===== src/rtl/ap_fifo_rr_arbiter_pkg.sv =====
// Shared types and default sizing for the round-robin ap_fifo merge arbiter.
// Imported by the picker and the top level.
package ap_fifo_rr_arbiter_pkg;

  localparam int DATA_W = 128;
  localparam int NCH    = 3;
  localparam int CNT_W  = 32;
  localparam int BLEN_W = 8;
  localparam int GID_W  = 2;

  typedef enum logic {
    IDLE  = 1'b0,
    BURST = 1'b1
  } state_t;

  // A programmed length of zero still grants a single word.
  function automatic logic [BLEN_W-1:0] eff_burst_len(input logic [BLEN_W-1:0] len);
    return (len == '0) ? BLEN_W'(1) : len;
  endfunction

endpackage


===== src/rtl/ap_fifo_rr_arbiter_rr_pick.sv =====
// Round-robin priority picker: first set request after last_grant, wrapping.
// Purely combinational.
module rr_pick
  import ap_fifo_rr_arbiter_pkg::*;
#(
  parameter int NCH   = ap_fifo_rr_arbiter_pkg::NCH,
  parameter int GID_W = ap_fifo_rr_arbiter_pkg::GID_W
) (
  input  logic [NCH-1:0]   req,
  input  logic [GID_W-1:0] last_grant,
  output logic             found,
  output logic [GID_W-1:0] idx
);

  logic [GID_W-1:0] cand;

  // Scan from the farthest candidate down so the nearest one is kept last.
  always_comb begin
    found = 1'b0;
    idx   = '0;
    cand  = '0;
    for (int k = NCH; k >= 1; k--) begin
      cand = GID_W'((int'(last_grant) + k) % NCH);
      if (req[cand]) begin
        found = 1'b1;
        idx   = cand;
      end
    end
  end

endmodule


===== src/rtl/ap_fifo_rr_arbiter.sv =====
// Merges NCH ap_fifo sources into one downstream FIFO with round-robin bursts,
// per-channel word counters and a two-state IDLE/BURST controller.
module ap_fifo_rr_arbiter
  import ap_fifo_rr_arbiter_pkg::*;
#(
  parameter int DATA_W = ap_fifo_rr_arbiter_pkg::DATA_W,
  parameter int NCH    = ap_fifo_rr_arbiter_pkg::NCH,
  parameter int CNT_W  = ap_fifo_rr_arbiter_pkg::CNT_W
) (
  input  logic                  bus_clk,
  input  logic                  rst,
  input  logic [NCH-1:0]        ch_en,
  input  logic [BLEN_W-1:0]     burst_len,
  input  logic                  cnt_clr,
  input  logic [NCH*DATA_W-1:0] src_dout,
  input  logic [NCH-1:0]        src_empty_n,
  output logic [NCH-1:0]        src_read,
  output logic [DATA_W-1:0]     dst_din,
  output logic                  dst_write,
  input  logic                  dst_full,
  output logic [GID_W-1:0]      grant_id,
  output logic                  busy,
  output logic [NCH*CNT_W-1:0]  word_cnt,
  output state_t                state_dbg
);

  state_t              state_q, state_n;
  logic [GID_W-1:0]    grant_q, grant_n;
  logic [GID_W-1:0]    last_q, last_n;
  logic [BLEN_W-1:0]   bcnt_q, bcnt_n;
  logic [CNT_W-1:0]    cnt_q [NCH];
  logic [DATA_W-1:0]   src_words [NCH];
  logic                pick_found;
  logic [GID_W-1:0]    pick_idx;
  logic                grant_ok;
  logic                xfer;

  for (genvar i = 0; i < NCH; i++) begin : g_unpack
    assign src_words[i]               = src_dout[i*DATA_W +: DATA_W];
    assign word_cnt[i*CNT_W +: CNT_W] = cnt_q[i];
  end

  rr_pick #(.NCH(NCH), .GID_W(GID_W)) u_pick (
    .req        (ch_en & src_empty_n),
    .last_grant (last_q),
    .found      (pick_found),
    .idx        (pick_idx)
  );

  // Handshake: a word moves only in BURST when the granted source has a word,
  // is enabled and the sink is not full; src_read[g] and dst_write then pulse
  // together in that same cycle, so source pop and sink push never diverge.
  assign grant_ok  = src_empty_n[grant_q] && ch_en[grant_q];
  assign xfer      = (state_q == BURST) && grant_ok && !dst_full;
  assign dst_write = xfer;
  assign dst_din   = src_words[grant_q];
  assign grant_id  = grant_q;
  assign busy      = (state_q == BURST);
  assign state_dbg = state_q;

  always_comb begin
    src_read = '0;
    if (xfer) src_read[grant_q] = 1'b1;
  end

  always_comb begin
    state_n = state_q;
    grant_n = grant_q;
    last_n  = last_q;
    bcnt_n  = bcnt_q;
    case (state_q)
      IDLE: begin
        if (pick_found) begin
          grant_n = pick_idx;
          bcnt_n  = eff_burst_len(burst_len);
          state_n = BURST;
        end
      end
      BURST: begin
        // A missing word or a disabled channel ends the burst; full only stalls.
        if (!grant_ok) begin
          state_n = IDLE;
          last_n  = grant_q;
        end else if (!dst_full) begin
          bcnt_n = bcnt_q - BLEN_W'(1);
          if (bcnt_q == BLEN_W'(1)) begin
            state_n = IDLE;
            last_n  = grant_q;
          end
        end
      end
      default: state_n = IDLE;
    endcase
  end

  always_ff @(posedge bus_clk or posedge rst) begin
    if (rst) begin
      state_q <= IDLE;
      grant_q <= '0;
      last_q  <= GID_W'(NCH - 1);
      bcnt_q  <= '0;
    end else begin
      state_q <= state_n;
      grant_q <= grant_n;
      last_q  <= last_n;
      bcnt_q  <= bcnt_n;
    end
  end

  always_ff @(posedge bus_clk or posedge rst) begin
    if (rst) begin
      for (int i = 0; i < NCH; i++) cnt_q[i] <= '0;
    end else begin
      for (int i = 0; i < NCH; i++) begin
        if (cnt_clr)
          cnt_q[i] <= '0;
        else if (xfer && grant_q == GID_W'(i))
          cnt_q[i] <= cnt_q[i] + CNT_W'(1);
      end
    end
  end

endmodule


===== config.mk =====
export PLATFORM = sky130hd
export DESIGN_NAME = ap_fifo_rr_arbiter
export DESIGN_NICKNAME = d
export VERILOG_FILES = /design/src/rtl/ap_fifo_rr_arbiter_pkg.sv /design/src/rtl/ap_fifo_rr_arbiter_rr_pick.sv /design/src/rtl/ap_fifo_rr_arbiter.sv
export SDC_FILE = /design/constraint.sdc
export NUM_CORES = 1
export LEC_CHECK = 0
export ABC_CLOCK_PERIOD_IN_PS = 3390
export BUFFER_PORTS_ARGS = -buffer_cell sky130_fd_sc_hd__buf_2
export CORE_AREA = 5 5 247 249
export CTS_CLUSTER_DIAMETER = 120
export DETAILED_ROUTE_END_ITERATION = 10
export DIE_AREA = 0 0 252 254
export HOLD_SLACK_MARGIN = 0.08
export PLACE_DENSITY_LB_ADDON = 0.3
export SLEW_MARGIN = 20
export SYNTH_ARGS = -nofsm -noshare
export SYNTH_HDL_FRONTEND = slang
export SYNTH_SLANG_ARGS = --single-unit

===== constraint.sdc =====
create_clock -name bus_clk -period 3.39 [get_ports bus_clk]
set_input_delay 0.1695 -clock bus_clk [delete_from_list [all_inputs] [get_ports bus_clk]]
set_output_delay 0.1695 -clock bus_clk [all_outputs]
set_load 0.02 [all_outputs]

==> After elaboration in Yosys (flattened, before gate mapping) <==
Cells that the tools add are included.
{ "classes": {"add_sub_neg": 7, "multipliers": 0, "div_mod_pow": 3, "n_lt_le_gt_ge": 6, "eq_ne": 8, "shift": 0, "mux": 41, "n_bitwise": 3, "reduce_logical": 16} }
{ "op_table": {"columns": ["op", "count"], "rows": [
  ["binary-select mux 128 bit (select 2 bit)", 1],
  ["2-to-1 mux 128 bit", 2],
  ["2-to-1 mux 32 bit", 6],
  ["adder 32 x 1 -> 32 bit, second input constant", 3],
  ["remainder unit 32 x 3 -> 32 bit, second input constant", 3],
  ["2-to-1 mux 8 bit", 4],
  ["one-hot mux 8 bit (2 select lines)", 1],
  ["2-to-1 mux 1 bit", 13],
  ["less-than comparator 2 x 3 -> 1 bit, second input constant", 4],
  ["2-to-1 mux 2 bit", 6],
  ["binary-select mux 1 bit (select 2 bit)", 5],
  ["== test 8 x 1 -> 1 bit, second input constant", 1],
  ["zero test 8 bit", 1],
  ["subtractor 8 x 1 -> 8 bit, second input constant", 1],
  ["logical AND 1 bit", 7],
  ["adder 2 x 2 -> 3 bit, second input constant", 2],
  ["inequality test 2 bit, second input constant", 3],
  ["AND reduction 3 bit", 2],
  ["nonzero test 2 bit", 3],
  ["inequality test 2 x 1 -> 1 bit, second input constant", 2],
  ["adder 2 x 1 -> 3 bit, second input constant", 1],
  ["AND 3 bit", 1],
  ["greater-or-equal comparator 3 bit, second input constant", 1],
  ["2-to-1 mux 3 bit", 1],
  ["other kinds (10)", 10]
]} }
{ "word_totals": {"register_bits": 109, "latchBits": 0, "mem_bits_rw": 0, "rom_bits": 0, "inputBits": 402, "elab_cells": 91, "mem_count": 0} }

==> Depth between registers and ports, before layout <==
Gate-level depths: netlist of run 1.
{ "depth": {"depth_word": 9, "depth_mapped": 9} }

==> Modules after synthesis <==
From an unflattened synthesis of run 1, not the netlist that was laid out.
{ "hier_totals": {"hier_cells": 1059, "area_unflattened_um2": 8585.7} }
{ "by_module_without_submodules": {"columns": ["mod", "instances", "cells_each", "area_per_inst_um2", "seq_area_each_um2"], "rows": [
  ["ap_fifo_rr_arbiter", 1, 1023, 8340.5, 2728.9],
  ["rr_pick", 1, 36, 245.2, 0.0]
]} }

==> Worst setup path after synthesis of run 1 <==
Ideal clock, no wire load.
{ "synth_timing": {"path_type": "register to register", "start": "register grant_q[0], in the netlist grant_id[0]", "end": "register cnt_q (netlist bit word_cnt[16])", "setup_ps": 66, "t_arrival_ps": 2200, "path_slack_ps": 1124, "stages_incl_launch_ff": 8, "path_buffers": 2, "period_less_slack_ps": 2266, "cell_sequence": "dfrtp_1 > buf_6 > or3b_1 > buf_6 > nor4_4 > nand3_2 > or4_1 > nand2_1"} }
{ "synth_between": {"elab_chain_cells": 7, "elab_cells_between_ends": 10, "classes_between": "4 x mux; 6 x reduce/logical"} }
{ "synth_rtl": {"columns": ["item", "line_no", "rtl"], "rows": [
  ["from (decl)", "ap_fifo_rr_arbiter.sv:28", "logic [GID_W-1:0] grant_q, grant_n;"],
  ["from (signal assigned)", "ap_fifo_rr_arbiter.sv:104", "grant_q <= grant_n;"],
  ["binary-select mux 1 bit (select 2 bit)", "ap_fifo_rr_arbiter.sv:53", "assign grant_ok = src_empty_n[grant_q] && ch_en[grant_q];"],
  ["2-to-1 mux 1 bit (implied by the code)", "ap_fifo_rr_arbiter.sv:53", null],
  ["logical AND 1 bit", "ap_fifo_rr_arbiter.sv:53", null],
  ["logical AND 1 bit (2 in series)", "ap_fifo_rr_arbiter.sv:54", "assign xfer = (state_q == BURST) && grant_ok && !dst_full;"],
  ["logical AND 1 bit (*)", "ap_fifo_rr_arbiter.sv:117", "else if (xfer && grant_q == GID_W'(i))"],
  ["nonzero test 2 bit (no line) (*)", null, null],
  ["to (signal, indexed assignment)", "ap_fifo_rr_arbiter.sv:118", "cnt_q[i] <= cnt_q[i] + CNT_W'(1);"],
  ["to (decl)", "ap_fifo_rr_arbiter.sv:31", "logic [CNT_W-1:0] cnt_q [NCH];"]
]} }
Every way passes the cells marked *; elsewhere a longest branch is shown, timed or not. The select of a mux whose other input is x is not followed.
A chain may end at the register's enable or synchronous reset.

==> Worst setup path after layout of run 1 <==
{ "layout_timing": {"start": "register grant_q[1], in the netlist grant_id[1]", "end": "output port dst_din[34]"} }
{ "layout_between": {"elab_chain_cells": 4} }
{ "layout_rtl": {"columns": ["item", "line_no", "rtl"], "rows": [
  ["NOT 2 -> 3 bit (implied by the code)", "ap_fifo_rr_arbiter.sv:56", "assign dst_din = src_words[grant_q];"],
  ["binary-select mux 128 bit (select 2 bit)", "ap_fifo_rr_arbiter.sv:56", null],
  ["2-to-1 mux 128 bit (implied by the code) (2 in series)", "ap_fifo_rr_arbiter.sv:56", null],
  ["to (decl)", "ap_fifo_rr_arbiter.sv:18", "output logic [DATA_W-1:0] dst_din,"]
]} }
Every way passes these cells. The select of a mux whose other input is x is not followed.

==> results of run 1 <==
-- layer usage --
layer	wire length, um	part of all wire (%)	global-route usage [%]
met3	7610	12	8.16
met2	29100	45	30.9
met4	2430	3.8	5.92
met5	145	0.22	0
met1	25200	39	22.9
-- critical path, cell delays in order, from the launching register on --
cell	delay, ns
dfrtp_4	0.51
buf_12	0.33
mux2i_1	0.68
o21ai_0	0.26
buf_2	0.23
-- through the flow --
step | instances | total power [mW]
3_5_place_dp | 2424 | 6.14
6_report | 2465 | 7.21
2_1_floorplan | 1063 | 4.32
5_1_grt | 2451 | 7.66
3_3_place_gp | 2424 | 6.15
4_1_cts | 2440 | 7.30
-- final cells by class --
| class | instances | share of cell area [%] |
|---|---|---|
| multi-input combinational | 867 | 41.5 |
| timing repair buffer | 661 | 26.6 |
| sequential | 109 | 21.2 |
| tap | 773 | 7.49 |
| clock buffer | 9 | 1.74 |
| clock inverter | 6 | 0.552 |
| antenna | 25 | 0.484 |
| inverter | 15 | 0.455 |
-- cell families (layout without fill, tap and decap cells) --
logic type      count (synthesis)  after routing  share of synthesized area [%]
simple gates                  455            455                           26.2
compound gates                193            193                           12.2
mux                           132            132                           15.7
flops                         109            109                           32.3
buf+inv                        87            691                           4.17
xor+xnor                       79             79                           8.20
fa+ha+maj                       8              8                           1.19
other cells                     0             25                              0
-- worst paths after layout --
check / start / endpoint / slack, ns / cells after the start
worst max-delay path: grant_id[1]$_DFFE_PP0P_ / dst_din[34] / 0.68 / 4
worst min register to register: last_q[0]$_DFFE_PP0P_ / last_q[0]$_DFFE_PP0P_ / 0.54 / 1
min in group asynchronous: rst / word_cnt[61]$_DFFE_PP0P_ / 0.43 / 3
max in group asynchronous: rst / word_cnt[80]$_DFFE_PP0P_ / 2.18 / 4
worst min-delay path: burst_len[4] / bcnt_q[4]$_DFFE_PP0P_ / 0.11 / 3
worst max register to register: busy$_DFF_PP0_ / word_cnt[92]$_DFFE_PP0P_ / 0.80 / 6
-- report_power, final --
group / switching [mW] / internal, mW / total [mW]
combinational: 3.07 / 1.53 / 4.60
sequential: 0.108 / 1.39 / 1.49
clock: 0.540 / 0.577 / 1.12
-- registers in the layout (all words and copies together) (netlist names) --
name and count:
bcnt_q 8, busy 1, grant_id 2, last_q 2, word_cnt 96
-- cell usage in the layout, fill, tap and decap left out, types with 4 or more instances in the layout --
cell type / instances
nor4_1: 13
inv_1: 14
o21ai_0: 143
ha_1: 8
and2_1: 19
nand2_1: 168
nand4_1: 36
clkbuf_16: 9
dfrtp_1: 106
diode_2: 25
mux2i_1: 129
nor2_1: 94
and4_1: 5
xnor2_1: 23
xor2_1: 56
buf_2: 633
o31ai_1: 6
buf_12: 4
nand3_1: 50
buf_4: 23
nor3_1: 19
and3_1: 10
or4_1: 8
or3_1: 6
a21oi_1: 30
-- what timing repair did --
item,CTS,global route
hold endpoints to repair,46,0
hold buffers,1,0
buffers inserted,0,0
gates resized for setup,0,0
==> impl_metrics.ini, run 1 <==
[cells_and_area]
final_util_pct = 22.1
area_growth_pct = 53.1
nFillCells = 6697
regArea_um2 = 2740
multi_input_area_um2 = 5360
nets = 2073
drive_above_1_share_pct = 41.5
fin_area_um2 = 12900

[routing]
final_antenna_net_count = 0
dr.pass1.iters = 5
vias = 10700
viasPerCell = 4.35
avgRoutedWirePerCell_um = 26.2
dr.first_iter.drc_count = 614
drc = 0
wirelength_um = 64500

[placement]
dpl_cell_area_um2 = 12500
gp_congestion = 0.974
dp_slack_ns = 0.781
io_buffers = 633
hpwl_um = 56600

[cts]
cts_buffer_depth = 2
clock_sinks = 109
clk_pin_slew_ns = 0.08
cts_made_buffers = 9
root_buffer = clkbuf_16
cts_tree = done
htree_levels = 3
clock_latency_ns = 0.38

[global_route]
grt.total_usage_pct = 19.0
grt_pass1_wl_um = 84600
grt_pass1_vias = 10600
gr-total-overflow = 0
antenna_found_initial = 101
grt_max_degree = 120

[sta]
fin_crit_ns = 2.71
slew_headroom_pct = 38.2
holdWs_ns = 0.105
timing.final.crit_share_pct = 79.8
clock_skew_ns = 0.0105
setup_ws_ns = 0.683
grt_setup_unrepaired = false
slew_viol_final = 0
worst_slew_pin_slew_ns = 0.927
setup_viol = 0
setup_tns_ns = 0
hold_violations = 0
fmax_ghz = 0.369

[worst_setup_path]
end_kind = output pin
worstPathArrival_ns = 2.54
cp_max_fo = 60
required_ns = 3.22
critPathKind = reg2out
critPathLaunchType = flip-flop

[yosys]
avgSynthCellArea_um2 = 7.94
synth-main-ff-cell = dfrtp_1
yosysWarnings = 0
yosys.cell_types.count = 52
synth_edf_count = 0
synthTopCellsByArea = dfrtp_1 (32%), mux2i_1 (15%), o21ai_0 (8.5%), nand2_1 (7.5%), xor2_1 (5.8%)
yosysMostFrequentCell = nand2_1
syn_nets = 1473
synth_area_um2 = 8440
yosysTopAreaCell = dfrtp_1
async_flop_share_pct = 100
yosys.area.top_type_share_pct = 32.0
synthTopCellsByCount = nand2_1 (168), o21ai_0 (143), mux2i_1 (129)
ys_seq_area_share_pct = 32.3
synthCells = 1063
ys_seq_elements = 109

[floorplanning]
core-area_um2 = 58500
rows = 89
die_w_um = 252
die-height_um = 254
io_pins = 634
start_util_pct = 14.4
fp.dieArea_um2 = 64000

[job]
drv_cap = 0

[pwr]
power_leakage_nw = 5.98
peakVddDrop_mv = 0.373
power.density_nw_per_um2 = 558

[worst_hold_path]
hold_path.class = in2reg

[status]
status = finished, final reports clean
No activity file was read; power rests on OpenSTA's default activity.
==> run 2: changes to the inputs <==
Settings changed: ABC_CLOCK_PERIOD_IN_PS 3390 to 2500.
Clock period 3.39 ns to 2.5 ns, I/O delays scaled along.
==> impl_metrics.ini, run 2 (synthesized netlist as in run 1, its figures left out) <==
[status]
status = finished, final reports clean

[cells_and_area]
drive_above_1_share_pct = 42.6
area_growth_pct = 58.3
largest_reg_flops = 96
nFillCells = 6600
most-common-layout-cells = buf_2 (633), nand2_1 (168), o21ai_0 (143)
fin_area_um2 = 13400
nets = 2115
regArea_um2 = 2740
final_common_cell = buf_2
multi_input_area_um2 = 5370

[cts]
cts_tree = done
htree_levels = 3
root_buffer = clkbuf_16
clk_pin_slew_ns = 0.07
cts_buffer_depth = 2
clock_sinks = 109
clock_latency_ns = 0.38
cts_made_buffers = 9

[floorplanning]
start_util_pct = 14.4
fp.dieArea_um2 = 64000
rows = 89
io_pins = 634
core-area_um2 = 58500
die_w_um = 252
die-height_um = 254

[worst_setup_path]
required_ns = 2.38
worstPathCellList = buf_6 -> buf_4 -> mux2i_1 -> o21ai_0 -> buf_2
path_delay_family = buffers and inverters
cp_max_fo = 31
max_stage_delay_ns = 0.54
crit_buf_inv = 3
critPathKind = reg2out
critPathSlowestCell = dfrtp_4
end_kind = output pin
worstPathArrival_ns = 2.28
critPathLaunchType = flip-flop

[sta]
timing.final.crit_share_pct = 96.1
hold_violations = 0
worst_slew_pin_slew_ns = 0.683
fin_crit_ns = 2.40
fmax_ghz = 0.416
slew_headroom_pct = 54.5
clock_skew_ns = 0.0149
holdWs_ns = 0.105
slew_viol_final = 0
setup_viol = 0

[global_route]
antenna_found_initial = 90
grt_max_degree = 97
gr-total-overflow = 0
grt_pass1_wl_um = 85500
grt.total_usage_pct = 19.1
grt_pass1_vias = 10800

[pwr]
peakVddDrop_mv = 0.508
power_leakage_nw = 6.22
power.density_nw_per_um2 = 765

[routing]
avgRoutedWirePerCell_um = 26.0
dr.first_iter.drc_count = 620
wirelength_um = 65200
viasPerCell = 4.41
final_antenna_net_count = 0
vias = 11100
drc = 0
dr.pass1.iters = 5

[job]
drv_cap = 0

[placement]
io_buffers = 633
hpwl_um = 57400
dpl_cell_area_um2 = 12800
gp_congestion = 0.996

[worst_hold_path]
hold_path.class = in2reg
-- run 2: cell count changes in the layout (fill, tap and decap cells not counted), moves of 2 or more --
cell / delta
buf_4: +29
buf_12: +3
dlygate4sd3_1: +6
inv_6: -2
buf_6: +2
clkbuf_8: +2
-- run 2: where the power goes --
part           total (mW)  switching (mW)  internal, mW
Combinational        6.65            4.27          2.38
Sequential           2.02           0.137          1.88
Clock                1.55           0.714         0.834
-- run 2: metal layers --
| metal | routed length (um) | GRT usage (%) | vias up | share of wire (%) |
|---|---|---|---|---|
| li1 | - | - | 5046 | - |
| met1 | 26400 | 25.0 | 5209 | 41 |
| met2 | 29800 | 31.1 | 652 | 46 |
| met3 | 6600 | 5.16 | 121 | 10 |
| met4 | 2210 | 5.51 | 24 | 3.4 |
| met5 | 161 | 0 | - | 0.25 |
-- run 2: cell type report --
class / instances / share of cell area [%]
clock inverter: 4 / 0.422
clock buffer: 11 / 1.89
timing repair buffer: 703 / 28.8
antenna: 26 / 0.487
inverter: 15 / 0.450
multi-input combinational: 867 / 40.2
sequential: 109 / 20.5
tap: 773 / 7.24
-- run 2: path summary, 6_finish.rpt --
| path | slack, ns | from | cells past startpoint | endpoint |
|---|---|---|---|---|
| worst max-delay path | 0.1 | grant_id[1]$_DFFE_PP0P_ | 5 | dst_din[49] |
| worst min-delay path | 0.11 | burst_len[7] | 3 | bcnt_q[7]$_DFFE_PP0P_ |
| worst max register to register | 0.19 | last_q[1]$_DFFE_PP1P_ | 7 | bcnt_q[0]$_DFFE_PP0P_ |
| worst min register to register | 0.55 | last_q[0]$_DFFE_PP0P_ | 1 | last_q[0]$_DFFE_PP0P_ |
| max in group asynchronous | 1.31 | rst | 4 | word_cnt[7]$_DFFE_PP0P_ |
| min in group asynchronous | 0.38 | rst | 3 | word_cnt[58]$_DFFE_PP0P_ |
-- run 2: what timing repair did --
item                                   in CTS  in global routing
cloned                                      0                  1
hold buffers                                7                  0
endpoints found under the hold margin      30                  0
setup endpoints to repair                  11                  6
setup buffers                               2                  2
gates resized for setup                     1                  3
-- run 2: per-stage QoR --
stage	setup TNS (ns)	utilization [%]	power (mW)	std cells	setup WS (ns)
after floorplan	0	-	5.86	1063	0.234
after global placement	0	21.9	8.52	2455	0.188
after detailed placement	0	21.9	8.54	2455	0.123
after CTS	0	22.6	10.2	2479	0.0670
after global routing	-0.0168	22.8	10.8	2493	-0.0168
final	0	22.8	10.2	2508	0.0966
-- run 2: worst register-to-register path, stage by stage, from the launching register on --
cell and delay (ns):
dfstp_2 0.56, ha_1 0.32, nor2_1 0.21, o32ai_1 0.17
o41ai_4 0.49, buf_12 0.18, nor2_1 0.05, a221o_1 0.25
